File: src/rtl/aes_sched_pkg.sv
// Shared types and constants for the two-requester AES-128 scheduler.
package aes_sched_pkg;

  localparam int unsigned AES_BLOCK_W     = 128;
  localparam int unsigned AES_128_LATENCY = 21;

  typedef logic req_id_t;

  typedef struct packed {
    logic    valid;
    req_id_t id;
  } sched_tag_t;

  typedef struct packed {
    req_id_t                id;
    logic [AES_BLOCK_W-1:0] data;
  } sched_rsp_t;

endpackage

File: src/rtl/aes_sched_fifo.sv
// Synchronous response FIFO of {id, data} entries with occupancy count.
module aes_sched_fifo
  import aes_sched_pkg::*;
#(
  parameter int unsigned DEPTH = 4
) (
  input  logic                         clk,
  input  logic                         rst_n,
  input  logic                         push,
  input  sched_rsp_t                   push_data,
  input  logic                         pop,
  output sched_rsp_t                   pop_data,
  output logic                         empty,
  output logic [$clog2(DEPTH+1)-1:0]   count
);

  localparam int unsigned CW = $clog2(DEPTH + 1);
  localparam int unsigned PW = (DEPTH > 1) ? $clog2(DEPTH) : 1;

  sched_rsp_t    mem_q [DEPTH];
  sched_rsp_t    mem_d [DEPTH];
  logic [PW-1:0] wr_ptr_q, wr_ptr_d;
  logic [PW-1:0] rd_ptr_q, rd_ptr_d;
  logic [CW-1:0] count_q, count_d;
  logic          full;
  logic          do_push;
  logic          do_pop;

  function automatic logic [PW-1:0] ptr_inc(input logic [PW-1:0] p);
    return (p == PW'(DEPTH - 1)) ? '0 : p + PW'(1);
  endfunction

  always_comb begin
    empty    = (count_q == '0);
    full     = (count_q == CW'(DEPTH));
    do_pop   = pop & ~empty;
    do_push  = push & (~full | do_pop);
    mem_d    = mem_q;
    wr_ptr_d = wr_ptr_q;
    rd_ptr_d = rd_ptr_q;
    if (do_push) begin
      mem_d[wr_ptr_q] = push_data;
      wr_ptr_d        = ptr_inc(wr_ptr_q);
    end
    if (do_pop) begin
      rd_ptr_d = ptr_inc(rd_ptr_q);
    end
    count_d  = count_q + CW'(do_push) - CW'(do_pop);
    pop_data = empty ? '0 : mem_q[rd_ptr_q];
    count    = count_q;
  end

  always_ff @(posedge clk or negedge rst_n) begin
    if (!rst_n) begin
      for (int unsigned i = 0; i < DEPTH; i++) begin
        mem_q[i] <= '0;
      end
      wr_ptr_q <= '0;
      rd_ptr_q <= '0;
      count_q  <= '0;
    end else begin
      mem_q    <= mem_d;
      wr_ptr_q <= wr_ptr_d;
      rd_ptr_q <= rd_ptr_d;
      count_q  <= count_d;
    end
  end

  overflow_chk: assert property (@(posedge clk) disable iff (!rst_n) !(push && full && !pop));

endmodule

File: src/rtl/aes_128_sched.sv
// Round-robin scheduler and credit-based flow control in front of the
// fully pipelined aes_128 core; results are tagged and buffered in order.
module aes_128_sched
  import aes_sched_pkg::*;
#(
  parameter int unsigned LATENCY = AES_128_LATENCY,
  parameter int unsigned DEPTH   = 4
) (
  input  logic                   clk,
  input  logic                   rst_n,
  input  logic                   req0_valid,
  output logic                   req0_ready,
  input  logic [AES_BLOCK_W-1:0] req0_state,
  input  logic [AES_BLOCK_W-1:0] req0_key,
  input  logic                   req1_valid,
  output logic                   req1_ready,
  input  logic [AES_BLOCK_W-1:0] req1_state,
  input  logic [AES_BLOCK_W-1:0] req1_key,
  output logic [AES_BLOCK_W-1:0] core_state,
  output logic [AES_BLOCK_W-1:0] core_key,
  input  logic [AES_BLOCK_W-1:0] core_out,
  output logic                   rsp_valid,
  input  logic                   rsp_ready,
  output logic [AES_BLOCK_W-1:0] rsp_data,
  output logic                   rsp_id,
  output logic                   busy
);

  localparam int unsigned CW = $clog2(DEPTH + 1);

  req_id_t       last_q, last_d;
  logic [CW-1:0] used_q, used_d;
  sched_tag_t    tag_q [LATENCY];
  sched_tag_t    tag_d [LATENCY];

  logic          gnt_valid;
  req_id_t       gnt_id;
  logic          credit_ok;
  logic          issue;
  logic          pop;
  logic          fifo_empty;
  logic [CW-1:0] fifo_count;
  sched_rsp_t    fifo_push_data;
  sched_rsp_t    fifo_pop_data;

  always_comb begin
    gnt_valid = req0_valid | req1_valid;
    // With both valid the pointer decides; otherwise the lone requester wins.
    gnt_id    = (req0_valid & req1_valid) ? ~last_q : req1_valid;
    credit_ok = (used_q < CW'(DEPTH));
    issue     = gnt_valid & credit_ok;

    req0_ready = issue & (gnt_id == 1'b0);
    req1_ready = issue & (gnt_id == 1'b1);

    core_state = '0;
    core_key   = '0;
    if (issue) begin
      core_state = gnt_id ? req1_state : req0_state;
      core_key   = gnt_id ? req1_key   : req0_key;
    end

    last_d = issue ? gnt_id : last_q;

    tag_d[0] = '{valid: issue, id: issue ? gnt_id : 1'b0};
    for (int unsigned i = 1; i < LATENCY; i++) begin
      tag_d[i] = tag_q[i-1];
    end

    rsp_valid = ~fifo_empty;
    pop       = rsp_valid & rsp_ready;
    used_d    = used_q + CW'(issue) - CW'(pop);
    busy      = (used_q != '0);

    fifo_push_data = '{id: tag_q[LATENCY-1].id, data: core_out};
    rsp_data       = fifo_pop_data.data;
    rsp_id         = fifo_pop_data.id;
  end

  always_ff @(posedge clk or negedge rst_n) begin
    if (!rst_n) begin
      last_q <= 1'b1;
      used_q <= '0;
      for (int unsigned i = 0; i < LATENCY; i++) begin
        tag_q[i] <= '0;
      end
    end else begin
      last_q <= last_d;
      used_q <= used_d;
      tag_q  <= tag_d;
    end
  end

  aes_sched_fifo #(
    .DEPTH (DEPTH)
  ) u_fifo (
    .clk       (clk),
    .rst_n     (rst_n),
    .push      (tag_q[LATENCY-1].valid),
    .push_data (fifo_push_data),
    .pop       (pop),
    .pop_data  (fifo_pop_data),
    .empty     (fifo_empty),
    .count     (fifo_count)
  );

  credit_chk: assert property (@(posedge clk) disable iff (!rst_n) fifo_count <= used_q);

endmodule

File: config.mk
export PLATFORM = sky130hd
export DESIGN_NAME = aes_128_sched
export DESIGN_NICKNAME = d
export VERILOG_FILES = /design/src/rtl/aes_sched_pkg.sv /design/src/rtl/aes_sched_fifo.sv /design/src/rtl/aes_128_sched.sv
export SDC_FILE = /design/constraint.sdc
export NUM_CORES = 1
export LEC_CHECK = 0
export CORE_AREA = 8 8 397 399
export DETAILED_ROUTE_END_ITERATION = 8
export DIE_AREA = 0 0 405 407
export DONT_BUFFER_PORTS = 1
export PLACE_DENSITY = 0.3
export SLEW_MARGIN = 15
export SYNTH_ARGS = -nofsm -noshare
export SYNTH_HDL_FRONTEND = slang
export SYNTH_SLANG_ARGS = --single-unit
File: constraint.sdc
create_clock -name clk -period 6.73 [get_ports clk]
set_input_delay 1.0095 -clock clk [delete_from_list [all_inputs] [get_ports clk]]
set_output_delay 1.0095 -clock clk [all_outputs]
set_load 0.03 [all_outputs]
Word-level counts from Yosys, hierarchy flattened:

Cells that the tools add are included.

* logic and storage cells: 101
* flip-flop bits (word level): 569
* output and inout port bits: 389
* input bits: 645

* bitwise operators: 15
* equality and inequality tests: 3
* order comparisons: 4
* multiplexer cells: 15
* reduce and logical (&&, ||, !) cells: 3
* $add $sub $neg: 6

Operator list (number)
* 516-bit bitwise mux: 1
* 129-bit two-way mux: 4
* 128-bit two-way mux: 4
* 129-bit binary-select mux with 2-bit select: 1
* 129-bit demux with 2-bit select: 1
* 1-bit bitwise AND: 7
* 3-bit by 1-bit adder with 3-bit output: 2
* 3-bit greater-or-equal comparator (second input constant): 2
* 2-bit inverter with 3-bit output: 2
* 3-bit by 1-bit subtractor with 3-bit output: 2
* 2-bit by 1-bit adder with 2-bit output (second input constant): 2
* 2-bit equality test (second input constant): 2
* 2-bit two-way mux: 2
* 1-bit inverter: 4
* 3-bit equality test (second input constant): 1
* 3-bit logical NOT: 1
* 3-bit by 1-bit < comparator with 1-bit output (second input constant): 1
* 3-bit < comparator (second input constant): 1
* 3-bit nonzero test: 1
* 1-bit two-way mux: 2
* 1-bit bitwise OR: 2
* 1-bit logical AND: 1

Depth between registers and ports, before layout:

Gate-level depths: netlist of run 1.

* depth in word-level cells: 8
* gate-level depth with buffers: 9
* gate-level depth less buffers: 9

Modules after synthesis:

A second synthesis of run 1 with hierarchy kept.

* cells, all modules: 2408
* area, all modules: 32986.6 sq um

Modules (own cells, without submodules)
* aes_sched_fifo: seq. area each 13087.6 sq um, instances 1, cells each 1429, area an instance 23687.7 sq um
* aes_128_sched: seq. area each 1152.4 sq um, instances 1, cells each 979, area an instance 9298.9 sq um

Worst setup path after synthesis of run 1:

No wires, ideal clock.

* path type: input-to-output
* start point: input port req1_valid
* end point: output port core_key[100]
* arrival time: 2.389 ns
* path slack: 3.332 ns
* buffers on the path: 2
* cell stages on the path: 5
* data required time: 5.720 ns
* cells stage by stage: inv_1 -> a211oi_1 -> clkbuf_1 -> buf_1 -> a22o_1

* word-level cells in the longest chain between the ends: 4
* elaborated cells on any way between the ends: 6

RTL lines
* from (decl): line aes_128_sched.sv:15 `input logic req1_valid,`
* 1-bit bitwise AND: line aes_128_sched.sv:49 `gnt_id = (req0_valid & req1_valid) ? ~last_q : req1_valid;`
* 1-bit two-way mux: line aes_128_sched.sv:49
* 128-bit two-way mux: line aes_128_sched.sv:60 `core_key = gnt_id ? req1_key : req0_key;`
* 128-bit two-way mux *: line aes_128_sched.sv:58 `if (issue) begin`
* to (decl): line aes_128_sched.sv:20 `output logic [AES_BLOCK_W-1:0] core_key,`

Every way passes the cells marked *; elsewhere a longest branch is shown, timed or not.

Worst setup path after layout of run 1:

* start point: register u_fifo.rd_ptr_q[0]
* end point: output port rsp_data[14]

* word-level cells in the longest chain between the ends: 5

RTL lines
* from (decl): line aes_sched_fifo.sv:23 `logic [PW-1:0] rd_ptr_q, rd_ptr_d;`
* from (signal assigned): line aes_sched_fifo.sv:64 `rd_ptr_q <= rd_ptr_d;`
* 2-bit inverter with 3-bit output (not written as such): line aes_sched_fifo.sv:49 `pop_data = empty ? '0 : mem_q[rd_ptr_q];`
* 129-bit binary-select mux with 2-bit select: line aes_sched_fifo.sv:49
* 129-bit two-way mux (not written as such) (2 in a row): line aes_sched_fifo.sv:49
* 129-bit two-way mux: line aes_sched_fifo.sv:49
* to (decl): line aes_128_sched.sv:24 `output logic [AES_BLOCK_W-1:0] rsp_data,`

No other way between the ends. The select of a mux whose other input is x is not followed.

==> results.txt, run 1 <==
Routability-driven placement finished with a final weighted congestion of 0.900. The signal on the critical path passes through buf_12 > mux4_2 > and2_1. Counting every net in the synthesized netlist gives 2,458.

The count of final setup violators is 0, and the final number of hold-violating endpoints is 0. Among all stages on the critical path, the largest delay is contributed by sky130_fd_sc_hd__dfrtp_4. Worst vdd rail ir drop: 275 uV. The number of nets at the end of the flow was 2,393; the worst reg2reg path depth was 5. The tools report the endpoint of the worst register-to-register path as u_fifo.mem_q[399]. The clock tree synthesis step divided the H-tree into 3 levels. The path class of the tightest hold or removal check is in -> async. For the instance count of the mapped netlist, the log shows 1,802. The worst path needs 4.35 ns of the cycle, external delays included.

The finished cells cover 33,400 um^2. The post-route fraction of the period consumed by the critical path was 64.6%. The total core area was 151,000 um^2; the maximum number of pins on one net before global-route repair was 570. The maximum fanout count along the critical path works out to 70. The tools report the arrival time reported for the critical path endpoint as 3.34 ns. The worst setup path is launched from a flop.

Row generation in the floorplan step produced 143 rows. The area growth from synthesis to final layout is 15.0%, and the detailed placer's ending HPWL is 164 mm. Port buffering added 0 buffers. The power per cell area works out to 637 nW/um^2. Cell area after technology mapping: 29,000 um^2. The pin slew with the least headroom to its limit was 1.73 ns; the maximum clock skew at final layout was 0.0209 ns.

For the worst setup path, the data required time is 5.72 ns. The kind of end point of the critical path is an output port. The final reports fail on max-slew violations. Start of the worst register-to-register path: u_fifo.wr_ptr_q[0]. The tools report the post-layout instance count excluding filler cells as 3,879. In the routed design, unresolved DRC markers number 0. In this run the deepest clock path goes through 3 buffers. The tools report the launch point of the worst path as u_fifo.rd_ptr_q[0]. The iteration count of the initial detailed-routing pass was 5; the synthesis-stage register bit count was 569.

The logs give 0 for the number of cells upsized or downsized after cts and 0.63 ns for the clock network latency to the later pin of the worst-skew pair. The run gives 213 as the number of antenna violations at the first check in global routing. The total number of vias was 17,900; the average cell area after synthesis was 16.1 um^2.

In this design, the largest share of critical-path delay is due to flip-flops. Pin placement for this block handled 1,034 I/O pins. Hold repair after CTS inserted 0 buffers.

The overall power consumption was 0.0213 W; the max-slew violation count was 231. The share of cells above drive strength 1 came out at 43.9%. The number of different library cells in the post-synthesis netlist was 24; the area used by multi-input combinational logic was 13,800 um^2. The CTS buffer count is 70, and the post-placement cell area is 30,800 um^2. The first global-routing pass estimated 247 mm of wire. The vertical die dimension was 407 um; the number of sinks driven by the clock tree was 569. The largest stage delay on the critical path works out to 0.93 ns. The sequential fraction of the synthesis area was 49.0%. The floorplan die area is 165,000 um^2. TritonCTS built the clock tree.

In the layout the commonest cells are sky130_fd_sc_hd__dfrtp_1, sky130_fd_sc_hd__mux2_4, sky130_fd_sc_hd__a22o_1. The top achievable clock speed was 230 MHz; the horizontal die dimension was 405 um. For this run, the share of the core covered by cells in the final layout is 22.1%. The routed design has 204 mm of wire. Global routing used 23.7% of the available tracks across all layers. In the routed layout, each cell is associated on average with a via count of 4.60. The initial DRC count was 1,431. After detailed routing, the average wire length per cell comes to 52.5 um. The total overflow left after global routing is 0.

The cell at the root of the clock tree is sky130_fd_sc_hd__clkbuf_16. The tool flagged a number of max-cap violations equal to 0. The run gives 3.73 ns as the reg-to-reg setup timing slack. Setup repair after global routing left no endpoint under its margin. Leaving out fill and tap cells, the most frequent cell in the layout is sky130_fd_sc_hd__dfrtp_1. In this run the static leakage power is 13.8 nW. The initial utilization of the core area, before any placement, comes to 19.2%. For the via count of the first global-routing pass, the log shows 18,300. The worst-case headroom to the max-slew limit was -15.4%; the count of buffering cells on the critical path with inverters included was 1. The final-layout fill cell count came out at 15,800. Clock-pin slew was measured on the worst setup and hold paths at 0.06 ns. The logs give 0 ns for the final sum of negative setup slack and 0 for the antenna violation net count after detailed routing.

Across the whole layout, storage elements account for 14,200 um^2. Post-CTS timing repair inserted 0 buffers for setup. The logs give 0 for the total of warnings raised by yosys and 3,695 for the instance count after placement with tap cells included.

The flow ran to the end, but the final reports show violations. Category of the most critical setup path: reg -> out.
==> worst max path at each step <==
stage | depth (start not counted) | end | slack (ns)
6_report | 3 | rsp_data[14] | 2.38
5_1_grt | 3 | rsp_data[14] | 2.18
4_1_cts | 3 | rsp_data[18] | 2.25
3_5_place_dp | 4 | core_state[104] | 2.58
3_3_place_gp | 4 | core_state[104] | 2.63
2_1_floorplan | 5 | core_key[100] | 3.33
==> cell families after synthesis <==
group           synth area share [%]
flops                           49.0
fa+ha+maj                      0.526
xor+xnor                       0.121
buf+inv                         3.62
simple gates                    3.09
mux                             35.8
compound gates                  7.83
==> sequential cells by signal, summed over array words and instances, names as in the netlist <==
register and flops:
u_fifo.count 3, u_fifo.rd_ptr_q 2, u_fifo.mem_q 516, last_q 1
used_q 3, tag_q 1, u_fifo.wr_ptr_q 2, fifo_push_data 1
tag_d 40
==> per-stage QoR <==
| step | setup WS (ns) | hold slack, ns |
|---|---|---|
| 2_1_floorplan | 3.33 | 0.331 |
| 3_3_place_gp | 2.63 | 0.333 |
| 3_5_place_dp | 2.58 | 0.335 |
| 4_1_cts | 2.25 | 0.0315 |
| 5_1_grt | 2.18 | 0.0431 |
| 6_report | 2.38 | 0.0860 |
==> worst reg2reg max path, stage by stage, from the launching register on <==
cell and delay (ns):
sky130_fd_sc_hd__dfrtp_1 0.42, sky130_fd_sc_hd__inv_1 0.11, sky130_fd_sc_hd__ha_1 0.15, sky130_fd_sc_hd__and3_4 0.82
sky130_fd_sc_hd__buf_12 0.58, sky130_fd_sc_hd__mux2_2 0.80
==> routing by layer <==
layer | global-route usage (%) | wire length [um] | up-vias
li1 | - | - | 6736
met1 | 25.7 | 73000 | 9641
met2 | 40.6 | 97100 | 1090
met3 | 13.2 | 26200 | 366
met4 | 4.80 | 7040 | 28
met5 | 0 | 190 | -
==> power by group <==
group          internal [W]  switching [W]
logic               0.00466        0.00634
registers           0.00516        0.00109
clock network       0.00241        0.00161
==> layout make-up <==
| type | count | area share [%] |
|---|---|---|
| antenna | 57 | 0.427 |
| clock buffer | 108 | 6.38 |
| clock inverter | 19 | 0.813 |
| inverter | 13 | 0.146 |
| multi-input combinational | 1064 | 41.2 |
| sequential | 569 | 42.7 |
| tap | 2030 | 7.61 |
| timing repair buffer | 19 | 0.727 |
==> synth_stat cells <==
cell                       instances  share of area [%]
sky130_fd_sc_hd__a211oi_1          1              0.026
sky130_fd_sc_hd__a21o_1            1              0.026
sky130_fd_sc_hd__a22o_1          256                7.7
sky130_fd_sc_hd__and2_1          130                2.8
sky130_fd_sc_hd__and3_4            4               0.16
sky130_fd_sc_hd__buf_1            13               0.17
sky130_fd_sc_hd__buf_2            20               0.34
sky130_fd_sc_hd__buf_6            52                2.0
sky130_fd_sc_hd__clkbuf_1         71               0.92
sky130_fd_sc_hd__dfrtp_1         568                 49
sky130_fd_sc_hd__dfstp_2           1              0.091
sky130_fd_sc_hd__fa_1              2               0.14
sky130_fd_sc_hd__ha_1              9               0.39
sky130_fd_sc_hd__inv_1            13               0.17
sky130_fd_sc_hd__mux2_2           86                3.3
sky130_fd_sc_hd__mux2_4          434                 22
sky130_fd_sc_hd__mux4_2          129                 10
sky130_fd_sc_hd__nand2_1           1              0.013
sky130_fd_sc_hd__nor2_1            2              0.026
sky130_fd_sc_hd__o211a_1           1              0.034
sky130_fd_sc_hd__o21ai_0           1              0.017
sky130_fd_sc_hd__or3_1             2              0.043
sky130_fd_sc_hd__or4b_4            1              0.047
sky130_fd_sc_hd__xnor2_1           4               0.12
Power figures use the tool's default switching activity.
==> inputs of run 2 (changes only) <==
==> constraint.sdc (replaced) <==
create_clock -name clk -period 4.35 [get_ports clk]
set_input_delay 0.6525 -clock clk [delete_from_list [all_inputs] [get_ports clk]]
set_output_delay 0.6525 -clock clk [all_outputs]
set_load 0.03 [all_outputs]
==> run 2 against run 1 <==
The run ends with negative hold slack, max-slew violations left. Non-clock buffer count increased by 22. Global-route usage increased by 0.58 points. Total power rose by 53%. Final cell count grew 0.18%. Worst hold slack got worse by 0.35 ns. Die area did not move. Register-to-register slack got worse by 2.0 ns. Design area up 0.18%. Count of clock-buffer cells in the layout is the same. First-iteration DRC count rose by 2.4%. Critical path type unchanged.
==> results.txt, run 2 (synthesis gave the netlist of run 1 again) <==
The run finished, with violations left. The checks that failed: negative hold slack, max-slew violations. The die is 407 um tall. The run gives 18,700 as the via count of the first global-routing pass.

The logs give 0.907 for the final weighted congestion in routability-driven placement and 42.3% for the met2 usage in global routing. In the layout the commonest cells are sky130_fd_sc_hd__dfrtp_1, sky130_fd_sc_hd__mux2_4, sky130_fd_sc_hd__a22o_1. The root buffer cell chosen for the clock tree is sky130_fd_sc_hd__clkbuf_16. In this run, the number of DRC markers left after iteration 0 of detailed routing was 1,465.

The number of buffers on the longest clock path is 3. The first global-routing pass estimated 253 mm of wire. The arrival time reported for the critical path endpoint is 2.83 ns. The routed design could run at a clock period as short as 3.49 ns. The endpoint identified for the worst register-to-register timing path is u_fifo.mem_q[85]. Derived from the worst setup path, the maximum achievable clock frequency is 287 MHz. The kind of path behind the tightest hold check was in -> async. The final-layout worst hold slack is -0.268 ns.

Setup repair after global routing left no endpoint under its margin. The count of final setup violators is 0. The reg-to-reg setup timing slack was 1.71 ns; the initial standard-cell utilization of the core was 19.2%. The clock reaches the later pin of the worst-skew pair after 0.63 ns.

The global-route met1 utilization is 26.8%. Sequential cells burn 29.5% of the power. The tools report the kind of end point of the critical path as an output port. The number of H-tree levels is 3, and the final-layout fill cell count is 15,800. The slowest stage of the critical path belongs to the cell sky130_fd_sc_hd__dfrtp_4. The post-layout instance count excluding filler cells is 3,886, and the flip-flop count of the largest register, all copies and words added is 516.

The maximum fanout count along the critical path came out at 47. Buffers placed on the I/O ports in this run total 0. The worst reg2reg path depth was 4; the share of cells above drive strength 1 was 44.1%.

The run gives 0 as the number of maximum-capacitance constraint violations. Using the TritonRoute via totals, the vias-per-cell ratio works out to 4.68. The area growth from synthesis to final layout was 15.2%. The critical path in this run is classified as reg -> out. At the end of the flow, the number of nets in the layout was 2,413. The floorplan has 143 rows.

The run gives 52.8% as the combinational cell fraction of total power. Counting tap cells, the placed design contains a total of 3,717 instances. The count of buffering cells on the critical path with inverters included was 1. The final sum of negative setup slack is 0 ns.

The most common cell after layout, fill and taps aside is sky130_fd_sc_hd__dfrtp_1. The power per cell area works out to 973 nW/um^2. CTS buffer count: 68. The most critical setup path has its startpoint at u_fifo.rd_ptr_q[1]. The worst-case IR drop observed on VDD is 455 uV.

The critical path goes through buf_12 > mux4_2 > and2_1. The tools report the number of cells upsized or downsized after cts as 0. The tools report the number of ports placed on the die boundary as 1,034. Summed over all nets, the half-perimeter wirelength after detailed placement is 170 mm. The total overflow left after global routing is 0. The maximum clock skew at final layout is 0.0339 ns, and the internal portion of total power is 0.0187 W. The detailed-route wire length is 208 mm. TritonCTS built the clock tree. Required time at the endpoint of the critical path: 3.70 ns. The run gives 13.8 nW as the leakage power of the design. More flip-flops sit in one register than any other, and that register is u_fifo.mem_q. In the finished design, the share of the clock period the worst path needs comes to 80.2%. Max-slew violation count: 216.

The final number of hold-violating endpoints came out at 308. The average routed wire per standard cell works out to 53.5 um. In this design, the largest share of critical-path delay is due to flip-flops. The switching share of power was 42.6%; the power share of the clock group was 17.7%. The start of the worst register-to-register path was u_fifo.count[2]. For the number of antenna violations at the first check in global routing, the log shows 238.

The region available for standard cell placement spans 151,000 um^2. The last element of the critical path is rsp_data[31]. The die is 405 um wide. Total number of vias: 18,200.

Floorplan die area: 165,000 um^2. For this design the total switching power over the nets is 0.0139 W. The tree built by TritonCTS fans out to 569 sinks. Measured against its own limit, the worst slew margin works out to -43.2%. The logs give 0 for the count of unresolved DRC violations after routing and 11.5% for the met3 layer usage reported by global route. Global routing used 24.2% of the available tracks. In this run the most used layer during global routing was met2. The type of origin of the critical path is a flop. The antenna violation net count after detailed routing was 0; the iteration count of the initial detailed-routing pass was 5. The run gives 570 as the maximum number of pins on one net before global-route repair. The pin slew with the least headroom to its limit works out to 2.15 ns.

After clock tree synthesis, the setup repair step added 0 buffers. The number of cells on the critical path was 3. The largest single stage delay on the critical path is 0.89 ns. After clock tree synthesis, the clock-pin slew on the worst setup and hold paths is 0.06 ns.
run 2: changes by cell type in the layout (fill, tap and decap cells not counted):
cell / before / now
sky130_fd_sc_hd__clkbuf_8: 15 / 14
sky130_fd_sc_hd__clkinv_8: 1 / 0
sky130_fd_sc_hd__clkinvlp_4: 3 / 0
sky130_fd_sc_hd__buf_4: 11 / 23
sky130_fd_sc_hd__bufinv_16: 6 / 3
sky130_fd_sc_hd__clkbuf_1: 19 / 23
sky130_fd_sc_hd__inv_6: 2 / 1
sky130_fd_sc_hd__diode_2: 57 / 50
sky130_fd_sc_hd__clkbuf_16: 74 / 71
sky130_fd_sc_hd__buf_12: 8 / 18
run 2: worst min path at each step:
stage	startpoint	cells past startpoint	end
2_1_floorplan	tag_d[0]	0	fifo_push_data[128]
3_3_place_gp	tag_d[14]	0	tag_d[12]
3_5_place_dp	tag_d[14]	0	tag_d[12]
4_1_cts	rst_n	0	u_fifo.mem_q[361]
5_1_grt	rst_n	0	u_fifo.mem_q[101]
6_report	rst_n	0	u_fifo.mem_q[101]
run 2: final cells by class:
| class | count | area, um^2 | share of cell area, % |
|---|---|---|---|
| inverter | 13 | 48.8 | 0.146 |
| clock buffer | 108 | 2060 | 6.14 |
| multi-input combinational | 1064 | 13800 | 41.2 |
| tap | 2030 | 2540 | 7.59 |
| timing repair buffer | 41 | 533 | 1.59 |
| antenna | 50 | 125 | 0.374 |
| clock inverter | 11 | 134 | 0.400 |
| sequential | 569 | 14200 | 42.6 |
run 2: power by group through the flow:
stage | logic [W] | clock network (W) | registers, W
finish | 0.0172 | 0.00576 | 0.00962
global route | 0.0180 | 0.00618 | 0.00993
CTS | 0.0175 | 0.00600 | 0.00961
detailed placement | 0.0175 | 0 | 0.00963
global placement | 0.0174 | 0 | 0.00953
floorplan | 0.0139 | 0 | 0.00892
run 2: stage by stage:
| step | total power [W] | worst slack (ns) | utilization, % | instance area [um^2] | hold WS [ns] |
|---|---|---|---|---|---|
| global placement | 0.0269 | 1.35 | 20.6 | 31100 | 0.332 |
| floorplan | 0.0228 | 1.67 | - | 29000 | 0.331 |
| CTS | 0.0331 | 0.708 | 22.0 | 33300 | -0.321 |
| finish | 0.0326 | 0.863 | 22.1 | 33500 | -0.268 |
| detailed placement | 0.0271 | 1.33 | 20.6 | 31100 | 0.335 |
| global route | 0.0341 | 0.719 | 22.1 | 33400 | -0.309 |
run 2: routing by layer:
metal / up-vias / part of all wire [%]
met1: 9729 / 36
met5: - / 0.095
li1: 6764 / -
met4: 30 / 2.9
met3: 422 / 12
met2: 1247 / 49
==> inputs of run 3 (changes only) <==
==> constraint.sdc (replaced) <==
create_clock -name clk -period 3.25 [get_ports clk]
set_input_delay 0.4875 -clock clk [delete_from_list [all_inputs] [get_ports clk]]
set_output_delay 0.4875 -clock clk [all_outputs]
set_load 0.03 [all_outputs]
==> run 3 against run 2 <==
The flow still finishes with violations (negative hold slack, max-slew violations). Sequential share of layout area decreased by 2.3 points. Total power up 37%. Sequential cell count stayed put. Clock skew up 0.0012 ns. Global-route usage is 1.0 points lower. Largest cell class unchanged.
==> results.txt, run 3 (synthesis gave the netlist of run 1 again) <==
Once the floorplan was initialized, standard cells occupied 19.2% of the core. The max-slew violation count was 413. Of all nets on the critical path, the largest fanout is 88.

After layout, the worst path uses 96.9% of the clock period. The maximum number of pins on one net before global-route repair was 570; the number of nets at the end of the flow was 2,586. The area growth from synthesis to layout is 21.7%. The number of antenna violations at the first check in global routing is 246, and the total congestion overflow is 0. The tree is rooted in a sky130_fd_sc_hd__clkbuf_16. In the final routed layout, each cell accounts on average for 49.1 um. The clock drives 569 sinks. The flow ran to the end, but the final reports show violations.

The slowest stage of the critical path is the sky130_fd_sc_hd__a22o_1 cell. In this run, post-CTS hold repair placed 128 buffers. The congestion estimate from routability-driven global placement came to 0.928. The first global-routing pass estimated 245 mm of wire. Cells fill 23.4% of the core in the end.

In this run the deepest clock path goes through 3 buffers. Derived from the worst setup path, the maximum achievable clock frequency is 318 MHz. The number of ports placed on the die boundary was 1,034. The floorplan step defined a die boundary enclosing 165,000 um^2. After floorplanning, the core was sized to cover 151,000 um^2.

The detailed router finished its first iteration with 1,357 violations. The antenna violation net count after detailed routing was 0. The top cell types in the final layout, fill and taps aside, are sky130_fd_sc_hd__dfrtp_1, sky130_fd_sc_hd__mux2_4, sky130_fd_sc_hd__a22o_1. The number of rows created at floorplan was 143.

Dividing total power by cell area gives a power density of 1260 nW/um^2. The run gives 468 uV as the worst vdd rail ir drop. The count of buffering cells on the critical path with inverters included came out at 3. The share of cells above drive strength 1 came out at 42.8%. The vertical die dimension was 407 um. The tools report the kind of end point of the critical path as an output port.

The minimum setup slack after placement is 0.664 ns. Detailed placement ended at an HPWL of 162 mm. For this block, the routed nets add up to 199 mm of wire.

Final number of hold-violating endpoints: 252. By startpoint and endpoint, the worst setup path is classified as reg -> out. The count of final setup violators is 0, and the number of H-tree levels is 3. CTS buffer count: 73. STA classifies the critical path startpoint as a flop. The final-layout worst hold slack was -0.436 ns.

The run gives 0.102 ns as the worst path setup slack after routing. The run gives 0 as the count of unresolved DRC violations after routing. The signal on the critical path passes through buf_4 > a211oi_4 > buf_12 > buf_12 > a22o_1. The library cell used most frequently in the layout, excluding fill and tap cells, is sky130_fd_sc_hd__dfrtp_1. From left edge to right edge, the die measures 405 um. The all-layer global routing usage came out at 23.2%. Leaving out filler cells and counting taps, the final layout contains 4,054. The clock arrives with 0.0351 ns of skew. At the later pin of the worst-skew pair, clock insertion delay measures 0.66 ns. The number of maximum-capacitance constraint violations came out at 0. In this design, the stage delay of the slowest critical-path cell is 0.56 ns.

Clock-pin slew was measured on the worst setup and hold paths at 0.05 ns. The via count of the first global-routing pass was 19,500; the final-layout fill cell count was 15,800. The worst-case headroom to the max-slew limit came out at -73.9%. The kind of cell with the highest combined delay along the critical path is compound AO/OA/AOI/OAI gates.

The average vias per placed instance works out to 4.60. Setup repair after global routing left no endpoint under its margin. For this design the static power due to leakage is 14.7 nW. For the required time at the endpoint of the critical path, the log shows 2.76 ns.

The time the final worst path needs with I/O delays and setup is 3.15 ns. The register with the most flip-flops is u_fifo.mem_q. After detailed placement, the design holds a cell count of 3,751.

For the final routed database, the setup TNS stands at 0 ns. Counting stages on the worst path, the most repeated cell is sky130_fd_sc_hd__buf_12. In this run the tool buffered the top-level ports with 0 buffer cells. Data arrives at the worst endpoint at 2.66 ns. The pin slew with the least headroom to its limit came out at 2.61 ns.

TritonCTS built the clock tree. The routed layout has 18,600 vias. Iteration count of the initial detailed-routing pass: 5. The tightest min-delay check is of the in -> async type. The final reports fail on negative hold slack, max-slew violations. The register with the most flip-flops in the layout has 516 of them.
-- run 3: cell count changes in the layout (fill, tap and decap cells not counted) --
cell / before / now
sky130_fd_sc_hd__dlygate4sd3_1: 0 / 128
sky130_fd_sc_hd__buf_4: 23 / 49
sky130_fd_sc_hd__buf_12: 18 / 32
sky130_fd_sc_hd__diode_2: 50 / 44
sky130_fd_sc_hd__a22o_1: 256 / 253
sky130_fd_sc_hd__a22o_2: 0 / 3
sky130_fd_sc_hd__clkbuf_16: 71 / 74
sky130_fd_sc_hd__inv_6: 1 / 4
sky130_fd_sc_hd__clkbuf_1: 23 / 21
sky130_fd_sc_hd__clkbuf_8: 14 / 15
sky130_fd_sc_hd__clkinv_2: 7 / 6
sky130_fd_sc_hd__clkinv_8: 0 / 1
sky130_fd_sc_hd__inv_16: 0 / 1
-- run 3: power by group --
part / internal, W / switching, W / total [W]
Combinational: 0.0103 / 0.0136 / 0.0238
Clock: 0.00478 / 0.00334 / 0.00812
Sequential: 0.0107 / 0.00200 / 0.0127
Total: 0.0257 / 0.0189 / 0.0446
-- run 3: worst reg2reg max path, cell delays in order (launching register included) --
cell,delay (ns)
sky130_fd_sc_hd__dfrtp_1,0.40
sky130_fd_sc_hd__or3_4,0.41
sky130_fd_sc_hd__and2_1,0.32
sky130_fd_sc_hd__ha_1,0.35
sky130_fd_sc_hd__inv_1,0.05
sky130_fd_sc_hd__ha_1,0.19
sky130_fd_sc_hd__fa_1,0.41
sky130_fd_sc_hd__xnor2_1,0.19
sky130_fd_sc_hd__xnor2_1,0.14
-- run 3: area by class of cell --
class	count	area (um^2)	area share (%)
Antenna cell	44	110	0.312
Clock buffer	110	2140	6.05
Inverter	13	48.8	0.138
Clock inverter	15	191	0.542
Tap cell	2030	2540	7.19
Multi-Input combinational cell	1064	13800	39.0
Timing Repair Buffer	209	2290	6.48
Sequential cell	569	14200	40.3
-- run 3: routing by layer --
metal	track usage [%]	wire, um	up-vias
met5	0	344	-
met4	7.56	7080	54
met3	10.8	21100	461
met2	38.4	94900	1157
met1	26.6	75700	9859
li1	-	-	7111
-- run 3: stage by stage --
step	power (W)	area [um^2]	hold WS, ns
final	0.0446	35300	-0.436
after detailed placement	0.0365	31600	0.228
after floorplan	0.0306	29000	0.192
after global routing	0.0468	35300	-0.488
after global placement	0.0362	31600	0.220
after CTS	0.0454	35200	-0.508
-- run 3: worst paths after layout --
path / from / to / slack, ns / cells past startpoint
max in group asynchronous: rst_n / u_fifo.mem_q[362] / 1.64 / 0
hold / removal: rst_n / u_fifo.mem_q[100] / -0.44 / 0
hold reg to reg: tag_d[7] / tag_d[5] / 0.31 / 0
setup reg to reg: u_fifo.count[2] / used_q[2] / 0.69 / 8
min in group clk: req0_valid / tag_d[39] / 0.11 / 2
setup / recovery: used_q[2] / core_key[58] / 0.10 / 5
-- run 3: timing repair --
item	in CTS	in global routing
gates resized for setup	0	3
buffers inserted	6	0
setup endpoints to repair	38	3
hold endpoints to repair	1081	569
